**src/rtl/lc4_insn_fetch_unit.sv**
```systemverilog
// Instruction fetch requester for the LC4 dual instruction read port.
// Issues (PC, PC+1) pairs, tracks them across the memory latency and buffers returns for decode.
module lc4_insn_fetch_unit #(
    parameter int          MEM_LATENCY = 0,
    parameter int          FIFO_DEPTH  = 4,
    parameter logic [15:0] RESET_PC    = 16'h8200
) (
    input  logic        idclk,
    input  logic        rst,
    input  logic        gwe,
    output logic        i1re,
    output logic        i2re,
    output logic [15:0] i1addr,
    output logic [15:0] i2addr,
    input  logic [15:0] i1data,
    input  logic [15:0] i2data,
    input  logic        redirect_valid,
    input  logic [15:0] redirect_pc,
    output logic        out_valid,
    input  logic        out_ready,
    output logic [15:0] out_pc,
    output logic [15:0] out_insn1,
    output logic [15:0] out_insn2
);

    localparam int AW = $clog2(FIFO_DEPTH);
    localparam int CW = 8;

    logic [15:0]   pc_r;
    logic [AW-1:0] wr_ptr_r;
    logic [AW-1:0] rd_ptr_r;
    logic [AW:0]   count_r;
    logic [15:0]   fifo_pc_r [FIFO_DEPTH];
    logic [15:0]   fifo_i1_r [FIFO_DEPTH];
    logic [15:0]   fifo_i2_r [FIFO_DEPTH];

    logic [CW-1:0] inflight_s;
    logic [CW-1:0] credit_s;
    logic          issue_s;
    logic          pop_s;
    logic          push_s;
    logic          ret_valid_s;
    logic [15:0]   ret_pc_s;

    // Credit check: buffered + in flight - leaving this cycle must leave room for one more pair.
    always_comb begin
        pop_s    = (count_r != '0) & out_ready & gwe & ~redirect_valid;
        credit_s = CW'(count_r) + inflight_s - CW'(pop_s);
        issue_s  = gwe & ~rst & ~redirect_valid & (credit_s < CW'(FIFO_DEPTH));
        push_s   = ret_valid_s & gwe & ~rst & ~redirect_valid;
    end

    generate
        if (MEM_LATENCY == 0) begin : g_direct
            assign ret_valid_s = issue_s;
            assign ret_pc_s    = pc_r;
            assign inflight_s  = '0;
        end else begin : g_tracker
            logic [MEM_LATENCY-1:0] trk_valid_r;
            logic [15:0]            trk_pc_r [MEM_LATENCY];

            // Valid bits follow each issued pair; a redirect kills everything still in memory.
            always_ff @(posedge idclk) begin
                if (rst) begin
                    trk_valid_r <= '0;
                end else if (gwe) begin
                    if (redirect_valid) begin
                        trk_valid_r <= '0;
                    end else begin
                        trk_valid_r <= (trk_valid_r << 1) | MEM_LATENCY'(issue_s);
                    end
                end
            end

            // PC tags travel alongside the valid bits.
            always_ff @(posedge idclk) begin
                if (gwe) begin
                    trk_pc_r[0] <= pc_r;
                    for (int k = 1; k < MEM_LATENCY; k++) begin
                        trk_pc_r[k] <= trk_pc_r[k-1];
                    end
                end
            end

            // Population count of outstanding requests.
            always_comb begin
                inflight_s = '0;
                for (int k = 0; k < MEM_LATENCY; k++) begin
                    inflight_s = inflight_s + CW'(trk_valid_r[k]);
                end
            end

            assign ret_valid_s = trk_valid_r[MEM_LATENCY-1];
            assign ret_pc_s    = trk_pc_r[MEM_LATENCY-1];
        end
    endgenerate

    // Fetch PC: reset vector, redirect target, or advance by one pair per issue.
    always_ff @(posedge idclk) begin
        if (rst) begin
            pc_r <= RESET_PC;
        end else if (gwe) begin
            if (redirect_valid) begin
                pc_r <= redirect_pc;
            end else if (issue_s) begin
                pc_r <= pc_r + 16'd2;
            end
        end
    end

    // FIFO pointers and occupancy; simultaneous push and pop leaves the count unchanged.
    always_ff @(posedge idclk) begin
        if (rst) begin
            wr_ptr_r <= '0;
            rd_ptr_r <= '0;
            count_r  <= '0;
        end else if (gwe) begin
            if (redirect_valid) begin
                wr_ptr_r <= '0;
                rd_ptr_r <= '0;
                count_r  <= '0;
            end else begin
                if (push_s) begin
                    wr_ptr_r <= wr_ptr_r + AW'(1);
                end
                if (pop_s) begin
                    rd_ptr_r <= rd_ptr_r + AW'(1);
                end
                case ({push_s, pop_s})
                    2'b10:   count_r <= count_r + (AW+1)'(1);
                    2'b01:   count_r <= count_r - (AW+1)'(1);
                    default: count_r <= count_r;
                endcase
            end
        end
    end

    // FIFO storage; the credit rule guarantees the written slot is free.
    always_ff @(posedge idclk) begin
        if (push_s) begin
            fifo_pc_r[wr_ptr_r] <= ret_pc_s;
            fifo_i1_r[wr_ptr_r] <= i1data;
            fifo_i2_r[wr_ptr_r] <= i2data;
        end
    end

    // Memory request and decode-side outputs.
    always_comb begin
        i1re      = issue_s;
        i2re      = issue_s;
        i1addr    = pc_r;
        i2addr    = pc_r + 16'd1;
        out_valid = (count_r != '0) & ~redirect_valid;
        out_pc    = fifo_pc_r[rd_ptr_r];
        out_insn1 = fifo_i1_r[rd_ptr_r];
        out_insn2 = fifo_i2_r[rd_ptr_r];
    end

endmodule

```
**config.mk**
```make
export PLATFORM = sky130hd
export DESIGN_NAME = lc4_insn_fetch_unit
export DESIGN_NICKNAME = d
export VERILOG_FILES = /design/src/rtl/lc4_insn_fetch_unit.sv
export SDC_FILE = /design/constraint.sdc
export NUM_CORES = 1
export LEC_CHECK = 0
export ABC_AREA = 1
export CORE_ASPECT_RATIO = 1.1
export CORE_MARGIN = 2
export CORE_UTILIZATION = 48
export DETAILED_ROUTE_END_ITERATION = 6
export PLACE_DENSITY = 0.75
export SYNTH_ARGS = -nofsm -noshare
export SYNTH_HDL_FRONTEND = slang
export SYNTH_SLANG_ARGS = --single-unit
```
**constraint.sdc**
```tcl
create_clock -name idclk -period 4.15 [get_ports idclk]
set_input_delay 1.245 -clock idclk [delete_from_list [all_inputs] [get_ports idclk]]
set_output_delay 1.245 -clock idclk [all_outputs]
set_load 0.05 [all_outputs]
```
==> results of run 1 <==
==> kinds of logic after synthesis <==
logic type               synth area share
buffers and inverters             0.03293
flip-flops                         0.7139
AO/OA/AOI/OAI                      0.1246
XOR/XNOR                          0.01796
AND/OR/NAND/NOR                   0.09979
adder cells (fa/ha/maj)           0.01083
==> state kept, by name (all words and copies together) (netlist names), named ones only <==
name       count
fifo_i1_r     64
fifo_i2_r     64
fifo_pc_r     64
i1addr        16
count_r        3
rd_ptr_r       2
wr_ptr_r       2
==> area by class of cell <==
| cell class | count | area (µm²) |
|---|---|---|
| multi-input combinational | 429 | 2252 |
| fill | 1261 | 5969 |
| inverter | 32 | 120.1 |
| timing repair buffer | 159 | 2112 |
| sequential | 217 | 6271 |
| clock buffer | 26 | 586.8 |
| tap | 238 | 297.8 |
| clock inverter | 13 | 193.9 |
==> through the flow <==
| step | std cells | setup slack, ns |
|---|---|---|
| final | 1114 | 0.1675 |
| after global placement | 1075 | 0.3406 |
| after global routing | 1114 | -0.006960 |
| after CTS | 1114 | 0.003874 |
| after floorplan | 717 | -0.1245 |
| after detailed placement | 1075 | 0.3126 |
==> worst max-delay path: stages, from the launching register on <==
cell and delay [ns]:
dfxtp_1 0.49, ha_1 0.23, nand2_1 0.10, nor2_2 0.17, nand2_1 0.09, xor2_1 0.15, o21ai_0 0.18, clkdlybuf4s50_1 0.84
==> what timing repair did <==
item                       in CTS  in global routing
resized for setup               0                  4
setup endpoints to repair       0                  4
buffers inserted                0                  0
hold buffers                    0                  0
==> per-layer routing <==
layer | up-vias | share of wire | GRT usage
li1 | 2888 | - | -
met5 | - | 0 | 0
met2 | 189 | 0.50 | 0.3391
met4 | 0 | 0.019 | 0.05806
met1 | 2882 | 0.42 | 0.2430
met3 | 24 | 0.064 | 0.04215
==> cells in the mapped netlist, drive strengths merged <==
cell type,count
o21ai,122
nand3,14
a211oi,3
nand4,2
dfxtp,25
fa,1
o22ai,48
clkbuf,27
inv,29
ha,6
clkinv,3
nor2,125
o211ai,3
buf,12
a21oi,13
xnor2,1
and2,1
nand2,57
a31oi,9
o31ai,1
edfxtp,192
xor2,17
nor3,6
==> power groups by stage <==
stage	sequential (mW)	combinational, mW	clock [mW]
floorplan	2.54	0.224	0
global placement	2.49	0.528	0
detailed placement	2.49	0.532	0
CTS	2.44	0.535	2.14
global route	2.45	0.561	2.22
finish	2.44	0.533	2.10
==> path summary, 6_finish.rpt <==
kind	from	end	slack (ns)	cells after the start
setup reg to reg	count_r[0]	count_r[2]	1.84	16
hold / removal	rd_ptr_r[1]	register	0.46	1
hold reg to reg	rd_ptr_r[1]	register	0.46	1
setup / recovery	i1addr[2]	i2addr[9]	0.17	7
==> run_results.csv, run 1 <==
group,metric,value,unit
status,status,"finished, final reports clean",
pwr,clock_power_share,0.413,
clocking,root_buffer,"clkbuf_16",
critical_path,worstPathArrival,2.74,ns
clocking,htreeDepth,1,
routing,routed_wl,19060,µm
pwr,comb_power_share,0.105,
pwr,seqPwrFrac,0.482,
die,initial_core_util,0.4930,
clocking,clock_sinks,217,
synthesis,syn_area,8777,µm²
routing,firstDrtPassIters,4,
routing,drtIter0Drc,335,
synthesis,yosysTopAreaCellShare,0.6569,
grt,overflow,0,
die,design.portCount,136,
pwr,p_sw,1.128,mW
grt,grt_antenna_before_repair,0,
synthesis,syn_area_per_cell,12.24,µm²
layout,final_cell_mix,"edfxtp_1 (192), nor2_1 (116), o21ai_0 (113)",
routing,via_per_inst,5.371,
sta,period_minus_slack,3.983,ns
pwr,ir_worst_vdd,282.9,µV
clocking,clk_path_buf_depth,3,
synthesis,synth_top_area_cell,"edfxtp_1",
die,dieArea,19380,µm²
clocking,insertion_delay,0.50,ns
die,design.core.area,17800,µm²
sta,hold-worst-slack,0.4593,ns
sta,slew-limit-headroom,0.5204,
sta,slew_viol_final,0,
sta,worstMarginPinSlew,0.7193,ns
worst_hold_path,min_path_type,"register to register",
clocking,cts_tree,"done",
die,die_w,132.9,µm
sta,setup_viol,0,
layout,layout-drive-gt1-share,0.1564,
grt,grt_pass1_wl,29950,µm
pwr,p_int,3.943,mW
place,gp_congestion,0.8709,
layout,nets,921,
routing,ant_nets,0,
synthesis,syn_inst,717,
synthesis,ys_seq_area_frac,0.7139,
place,io_buffers,135,
critical_path,path_class,"register to primary output",
pwr,p_per_area,428.5,nW/µm²
synthesis,ys.warnings.count,0,
routing,wl_per_cell,17.11,µm
pwr,leakage,4.198,nW
critical_path,crit_path_end_kind,"primary output",
layout,fin_util,0.6647,
routing,vias,5983,
clocking,clk_pin_slew_worst_paths,0.06,ns
grt,grt_usage,0.1942,
flow_run,maxCapViolations,0,
synthesis,synthesis.nets,777,
critical_path,critPathRequiredTime,2.90,ns
layout,diodes,0,
clocking,cts_made_buffers,22,
sta,fmax,251.1,MHz
die,rows,51,
pwr,switching_share,0.2224,
layout,syn_to_final_growth,34.82,%
routing,drc_errors,0,
critical_path,worstPathMaxFanout,10,
sta,final.setup_skew,0.01664,ns
synthesis,ys_types,35,
synthesis,ys_ff_latch,217,
die,chipHeight,145.8,µm
sta,tns,0,ns
layout,mostFrequentLayoutCell,"edfxtp_1",
synthesis,yosys-top-cells-area,"edfxtp_1 (66%), o21ai_0 (6.4%), dfxtp_1 (5.7%)",
grt,first_global_vias,5897,
sta,hold_viol_final,0,
grt,grt_max_degree,71,
pwr,power.total,5.071,mW
critical_path,cp-start-kind,"register",
layout,fin_area,11830,µm²
place,dpl-instance-area,11040,µm²
sta,period_share,0.9596,
place,dp_hpwl,11480,µm
Note: power is estimated with default switching activity, not from simulation.
==> inputs of run 2 (changes only) <==
--- a/config.mk
+++ b/config.mk
@@ -7,10 +7,10 @@
 export LEC_CHECK = 0
 export ABC_AREA = 1
 export CORE_ASPECT_RATIO = 1.1
-export CORE_MARGIN = 2
-export CORE_UTILIZATION = 48
+export CORE_MARGIN = 8
+export CORE_UTILIZATION = 58
 export DETAILED_ROUTE_END_ITERATION = 6
-export PLACE_DENSITY = 0.75
+export PLACE_DENSITY = 0.85
 export SYNTH_ARGS = -nofsm -noshare
 export SYNTH_HDL_FRONTEND = slang
 export SYNTH_SLANG_ARGS = --single-unit
==> constraint.sdc (replaced) <==
create_clock -name idclk -period 5.1 [get_ports idclk]
set_input_delay 1.53 -clock idclk [delete_from_list [all_inputs] [get_ports idclk]]
set_output_delay 1.53 -clock idclk [all_outputs]
set_load 0.05 [all_outputs]
==> run_results.csv, run 2 (synthesis gave the netlist of run 1 again) <==
group,metric,value,unit
sta,period_share,0.9242,
routing,m1WireLength,8160,µm
layout,layout-drive-gt1-share,0.08479,
critical_path,crit_start,"i1addr[0]",
layout,regArea,6269,µm²
routing,drc_errors,0,
sta,rsz0062_at_grt,"no",
pwr,p_per_area,349.0,nW/µm²
grt,grt_usage,0.2039,
place,gp_congestion,0.8780,
critical_path,path_cells,"ha_1 -> nand3_1 -> nor2_2 -> nand3_2 -> nor3_4 -> nand3_2 -> nor2_2 -> xor2_1 -> clkdlybuf4s50_1",
die,design.core.area,14940,µm²
die,chipHeight,145.0,µm
sta,slew-limit-headroom,0.3753,
critical_path,crit_path_end_kind,"primary output",
status,status,"finished, final reports clean",
routing,drtIter0Drc,572,
clocking,clk_pin_slew_worst_paths,0.06,ns
grt,grt_antenna_before_repair,1,
routing,routed_wl,20610,µm
place,placedCellCount,1021,
routing,wl_met3,1975,µm
sta,slew_viol_final,0,
routing,via_per_inst,5.818,
grt,grt_max_degree,97,
pwr,p_sw,884.3,µW
layout,finalNonFillerCells,1058,
clocking,cts_resized,0,
clocking,cts_tree,"done",
place,dp_hpwl,12700,µm
die,design.portCount,136,
sta,setup_viol,0,
clocking,postCtsSetupRepairBufs,0,
clocking,clock_sinks,217,
layout,fin_util,0.7372,
die,die_w,133.3,µm
critical_path,worstPathMaxFanout,13,
pwr,ir_worst_vdd,219.7,µV
pwr,clock_power_share,0.381,
worst_hold_path,hold_path.startpoint,"rd_ptr_r[1]",
place,dpl-instance-area,10360,µm²
grt,overflow,0,
critical_path,slowest_delay,0.83,ns
grt,first_global_vias,6332,
pwr,comb_power_share,0.098,
pwr,seqPwrFrac,0.522,
sta,tns,0,ns
layout,fill_cells,974,
layout,mostFrequentLayoutCell,"edfxtp_1",
sta,worstMarginPinSlew,0.9371,ns
pwr,p_int,2.959,mW
die,initial_core_util,0.5876,
critical_path,critPathRequiredTime,3.57,ns
clocking,clk_path_buf_depth,3,
grt,grt_pass1_wl,31940,µm
layout,nets,908,
sta,final.setup_skew,0.01677,ns
layout,syn_to_final_growth,25.46,%
layout,fin_area,11010,µm²
critical_path,slowest_stage,"clkdlybuf4s50_1",
clocking,insertion_delay,0.48,ns
sta,fmax,212.2,MHz
routing,dr_wl_met2,10070,µm
critical_path,path_class,"register to primary output",
clocking,cts_made_buffers,21,
die,dieArea,19330,µm²
sta,period_minus_slack,4.713,ns
flow_run,maxCapViolations,0,
die,rows,47,
sta,hold_viol_final,0,
layout,reg_top3,"fifo_i1_r (64), fifo_i2_r (64), fifo_pc_r (64)",
critical_path,r2r_start,"count_r[0]",
worst_hold_path,min_path_type,"register to register",
routing,highest_layer,"met4",
layout,final_cell_mix,"edfxtp_1 (192), clkdlybuf4s50_1 (132), nor2_1 (116)",
pwr,switching_share,0.2301,
clocking,cts_hold_buffers,0,
critical_path,worstPathArrival,3.18,ns
routing,ant_nets,0,
pwr,leakage,3.758,nW
routing,wl_per_cell,19.48,µm
routing,firstDrtPassIters,5,
clocking,root_buffer,"clkbuf_16",
place,io_buffers,135,
layout,multiInputGateArea,2252,µm²
clocking,htreeDepth,1,
routing,vias,6155,
critical_path,cp-start-kind,"register",
-- run 2: area by class of cell --
class,instances,share of cell area
tap,196,0.02227
clock buffer,26,0.04943
sequential,217,0.5693
clock inverter,10,0.009772
multi-input combinational,429,0.2045
antenna,1,0.0002272
inverter,32,0.01091
timing repair buffer,147,0.1336
-- run 2: critical path: cells and delay by family, from the launching register on --
family                     cells  cell delay (ns)
and+or+nand+nor                6             0.89
buffers and inverters          1             0.83
DFF                            1             0.58
adders and majority gates      1             0.27
xor gates and xnor gates       1             0.15
-- run 2: power groups by stage --
stage                     clock [mW]  sequential, mW  combinational (mW)
after CTS                       1.49            2.00               0.376
final                           1.46            2.00               0.375
after global routing            1.55            2.01               0.394
after floorplan                    0            2.07               0.182
after global placement             0            2.04               0.369
after detailed placement           0            2.04               0.373
-- run 2: path summary, 6_finish.rpt --
check          endpoint  slack (ns)  cells after the start
max          i2addr[14]        0.39                      9
min            register        0.46                      1
max reg2reg  count_r[2]        2.80                     15
min reg2reg    register        0.46                      1
-- run 2: layer usage --
metal | GRT usage | vias up
li1 | - | 2859
met1 | 0.2448 | 2965
met2 | 0.3482 | 293
met3 | 0.05836 | 38
met4 | 0.06127 | 0
met5 | 0 | -
-- run 2: through the flow --
stage	total power, mW	hold slack [ns]	worst slack [ns]
after floorplan	2.248	0.4116	0.5405
after global placement	2.407	0.4340	0.5737
after detailed placement	2.414	0.4243	0.4943
after CTS	3.866	0.4465	0.3792
after global routing	3.952	0.4734	0.1620
final	3.843	0.4564	0.3866
==> inputs of run 3 (changes only) <==
--- a/config.mk
+++ b/config.mk
@@ -5,12 +5,13 @@
 export SDC_FILE = /design/constraint.sdc
 export NUM_CORES = 1
 export LEC_CHECK = 0
-export ABC_AREA = 1
+export ABC_AREA = 0
 export CORE_ASPECT_RATIO = 1.1
 export CORE_MARGIN = 8
 export CORE_UTILIZATION = 58
 export DETAILED_ROUTE_END_ITERATION = 6
 export PLACE_DENSITY = 0.85
+export SLEW_MARGIN = 40
 export SYNTH_ARGS = -nofsm -noshare
 export SYNTH_HDL_FRONTEND = slang
 export SYNTH_SLANG_ARGS = --single-unit
==> run_results.csv, run 3 <==
group,metric,value,unit
clocking,htreeDepth,1,
pwr,p_int,3.007,mW
place,gp_congestion,0.8604,
sta,tns,0,ns
synthesis,yosys-top-cells-area,"edfxtp_1 (67%), mux4_2 (12%), dfxtp_1 (5.8%)",
worst_hold_path,hold_path.startpoint,"rd_ptr_r[1]",
clocking,root_buffer,"clkbuf_16",
clocking,clk_path_buf_depth,3,
clocking,cts_hold_buffers,0,
die,initial_core_util,0.5838,
routing,ant_nets,0,
die,rows,47,
pwr,comb_power_share,0.081,
synthesis,ys_seq_area_frac,0.7243,
critical_path,r2r_start,"count_r[0]",
clocking,insertion_delay,0.48,ns
routing,wl_per_cell,23.54,µm
critical_path,path_class,"register to primary output",
layout,layout-drive-gt1-share,0.1682,
routing,drtIter0Drc,469,
layout,syn_to_final_growth,27.31,%
synthesis,ys_ff_latch,217,
grt,grt_pass1_wl,30270,µm
sta,slew-limit-headroom,0.5520,
clocking,clock_sinks,217,
synthesis,yosysTopAreaCellShare,0.6665,
pwr,leakage,3.556,nW
pwr,clock_power_share,0.401,
synthesis,synth_edf_count,192,
critical_path,worstPathArrival,3.26,ns
layout,reg_top3,"fifo_i1_r (64), fifo_i2_r (64), fifo_pc_r (64)",
sta,setup_viol,0,
grt,grt_antenna_before_repair,0,
sta,period_minus_slack,4.792,ns
worst_hold_path,min_path_type,"register to register",
critical_path,path_cells,"ha_1 -> nand3_1 -> nor4_1 -> nand3_1 -> xnor2_1 -> clkdlybuf4s50_1",
pwr,p_sw,835.3,µW
critical_path,cp.depth,6,
grt,first_global_vias,5223,
sta,worstMarginPinSlew,0.6719,ns
layout,diodes,0,
flow_run,maxCapViolations,0,
layout,mostFrequentLayoutCell,"edfxtp_1",
place,dp_hpwl,12140,µm
grt,overflow,0,
place,io_buffers,135,
die,dieArea,19080,µm²
synthesis,synth.most_common_cell,"edfxtp_1",
sta,period_share,0.9395,
critical_path,r2r_slack,2.43,ns
pwr,ir_worst_vdd,284.5,µV
critical_path,worstPathMaxFanout,13,
critical_path,slowest_delay,0.83,ns
sta,hold-worst-slack,0.5117,ns
critical_path,cp-start-kind,"register",
clocking,cts_resized,0,
clocking,postCtsSetupRepairBufs,0,
synthesis,ys.warnings.count,0,
grt,grt_max_degree,49,
clocking,cts_made_buffers,21,
sta,final.setup_skew,0.007108,ns
sta,rsz0062_at_grt,"no",
pwr,p_per_area,348.8,nW/µm²
critical_path,path_common_cell,"nand3_1",
synthesis,syn_area_per_cell,17.95,µm²
synthesis,syn_area,8651,µm²
die,die_w,132.4,µm
sta,slew_viol_final,0,
routing,firstDrtPassIters,5,
layout,fin_util,0.7432,
die,chipHeight,144.1,µm
critical_path,crit_start,"i1addr[1]",
clocking,clk_pin_slew_worst_paths,0.06,ns
synthesis,synthTopCellsByCount,"edfxtp_1 (192), mux4_2 (48), dfxtp_1 (25), nand2_1 (23)",
critical_path,crit_family,"simple AND/OR/NAND/NOR gates",
synthesis,ys_types,50,
synthesis,syn_inst,482,
routing,routed_wl,19590,µm
routing,vias,5028,
grt,grt_usage,0.2043,
critical_path,reg2reg_depth,5,
synthesis,dominantRegCellSynth,"edfxtp_1",
layout,final_cell_mix,"edfxtp_1 (192), clkdlybuf4s50_1 (132), mux4_2 (48)",
clocking,cts_tree,"done",
sta,hold_viol_final,0,
synthesis,synth_top_area_cell,"edfxtp_1",
critical_path,crit_path_end_kind,"primary output",
die,design.portCount,136,
synthesis,synthesis.nets,542,
layout,nets,682,
worst_hold_path,hold_depth,2,
critical_path,path_buf_inv,1,
critical_path,critPathRequiredTime,3.57,ns
sta,fmax,208.7,MHz
die,design.core.area,14820,µm²
synthesis,async_flop_share,0,
routing,via_per_inst,6.043,
critical_path,slowest_stage,"clkdlybuf4s50_1",
routing,drc_errors,0,
critical_path,r2r_end,"fifo_pc_r[1][11]",
status,status,"finished, final reports clean",
pwr,seqPwrFrac,0.518,
pwr,switching_share,0.2174,
run 3: cell count changes after synthesis, moves of 9 or more:
| cell | previous run | this run |
|---|---|---|
| xor2_1 | 17 | 7 |
| mux4_2 | 0 | 48 |
| nand2_1 | 51 | 23 |
| inv_1 | 26 | 5 |
| clkbuf_1 | 27 | 16 |
| o21ai_0 | 113 | 16 |
| o21ai_1 | 9 | 0 |
| o22ai_1 | 48 | 1 |
| nor2_1 | 120 | 16 |
run 3: routing by layer:
layer	global-route usage	wire length, µm
met5	0	0
met4	0.05861	412
met3	0.04656	1368
met2	0.3647	10140
met1	0.2444	7667
run 3: power by group through the flow:
stage / logic (mW) / clock network [mW] / registers, mW
6_report: 0.311 / 1.54 / 1.99
3_3_place_gp: 0.303 / 0 / 2.02
4_1_cts: 0.312 / 1.57 / 1.99
2_1_floorplan: 0.156 / 0 / 2.04
3_5_place_dp: 0.309 / 0 / 2.03
5_1_grt: 0.326 / 1.63 / 1.99
run 3: worst max-delay path by stage:
| stage | endpoint | slack (ns) |
|---|---|---|
| floorplan | i2re | 0.38 |
| global placement | i2re | 0.46 |
| detailed placement | i1re | 0.45 |
| CTS | i2addr[15] | 0.33 |
| global route | i2addr[15] | 0.06 |
| finish | i2addr[15] | 0.31 |
run 3: final cells by class:
cell class	count	area, µm²
clock inverter	6	55.05
sequential	217	6271
inverter	6	22.52
clock buffer	31	644.4
timing repair buffer	147	1534
fill	884	3806
multi-input combinational	229	2241
tap	196	245.2
run 3: through the flow:
step / total power, mW / cell area (µm²) / cells / setup slack, ns
final: 3.842 / 11010 / 832 / 0.3084
after global routing: 3.951 / 11010 / 832 / 0.05837
after global placement: 2.325 / 10310 / 795 / 0.4554
after CTS: 3.869 / 11010 / 832 / 0.3284
after detailed placement: 2.335 / 10310 / 795 / 0.4520
after floorplan: 2.195 / 8656 / 482 / 0.3820
run 3: cell families after synthesis:
family	count (synthesis)	synth area share
AO/OA/AOI/OAI	62	0.04643
adder cells (fa/ha/maj)	7	0.01099
flip-flops	217	0.7243
XOR/XNOR	15	0.01519
multiplexers	50	0.1273
buffers and inverters	36	0.01779
AND/OR/NAND/NOR	95	0.05800
run 3: tightest hold or removal path, delay by kind of cell (launching register included):
family             cells  cell delay [ns]
DFF                    1             0.31
AOI/OAI and AO/OA      2             0.15
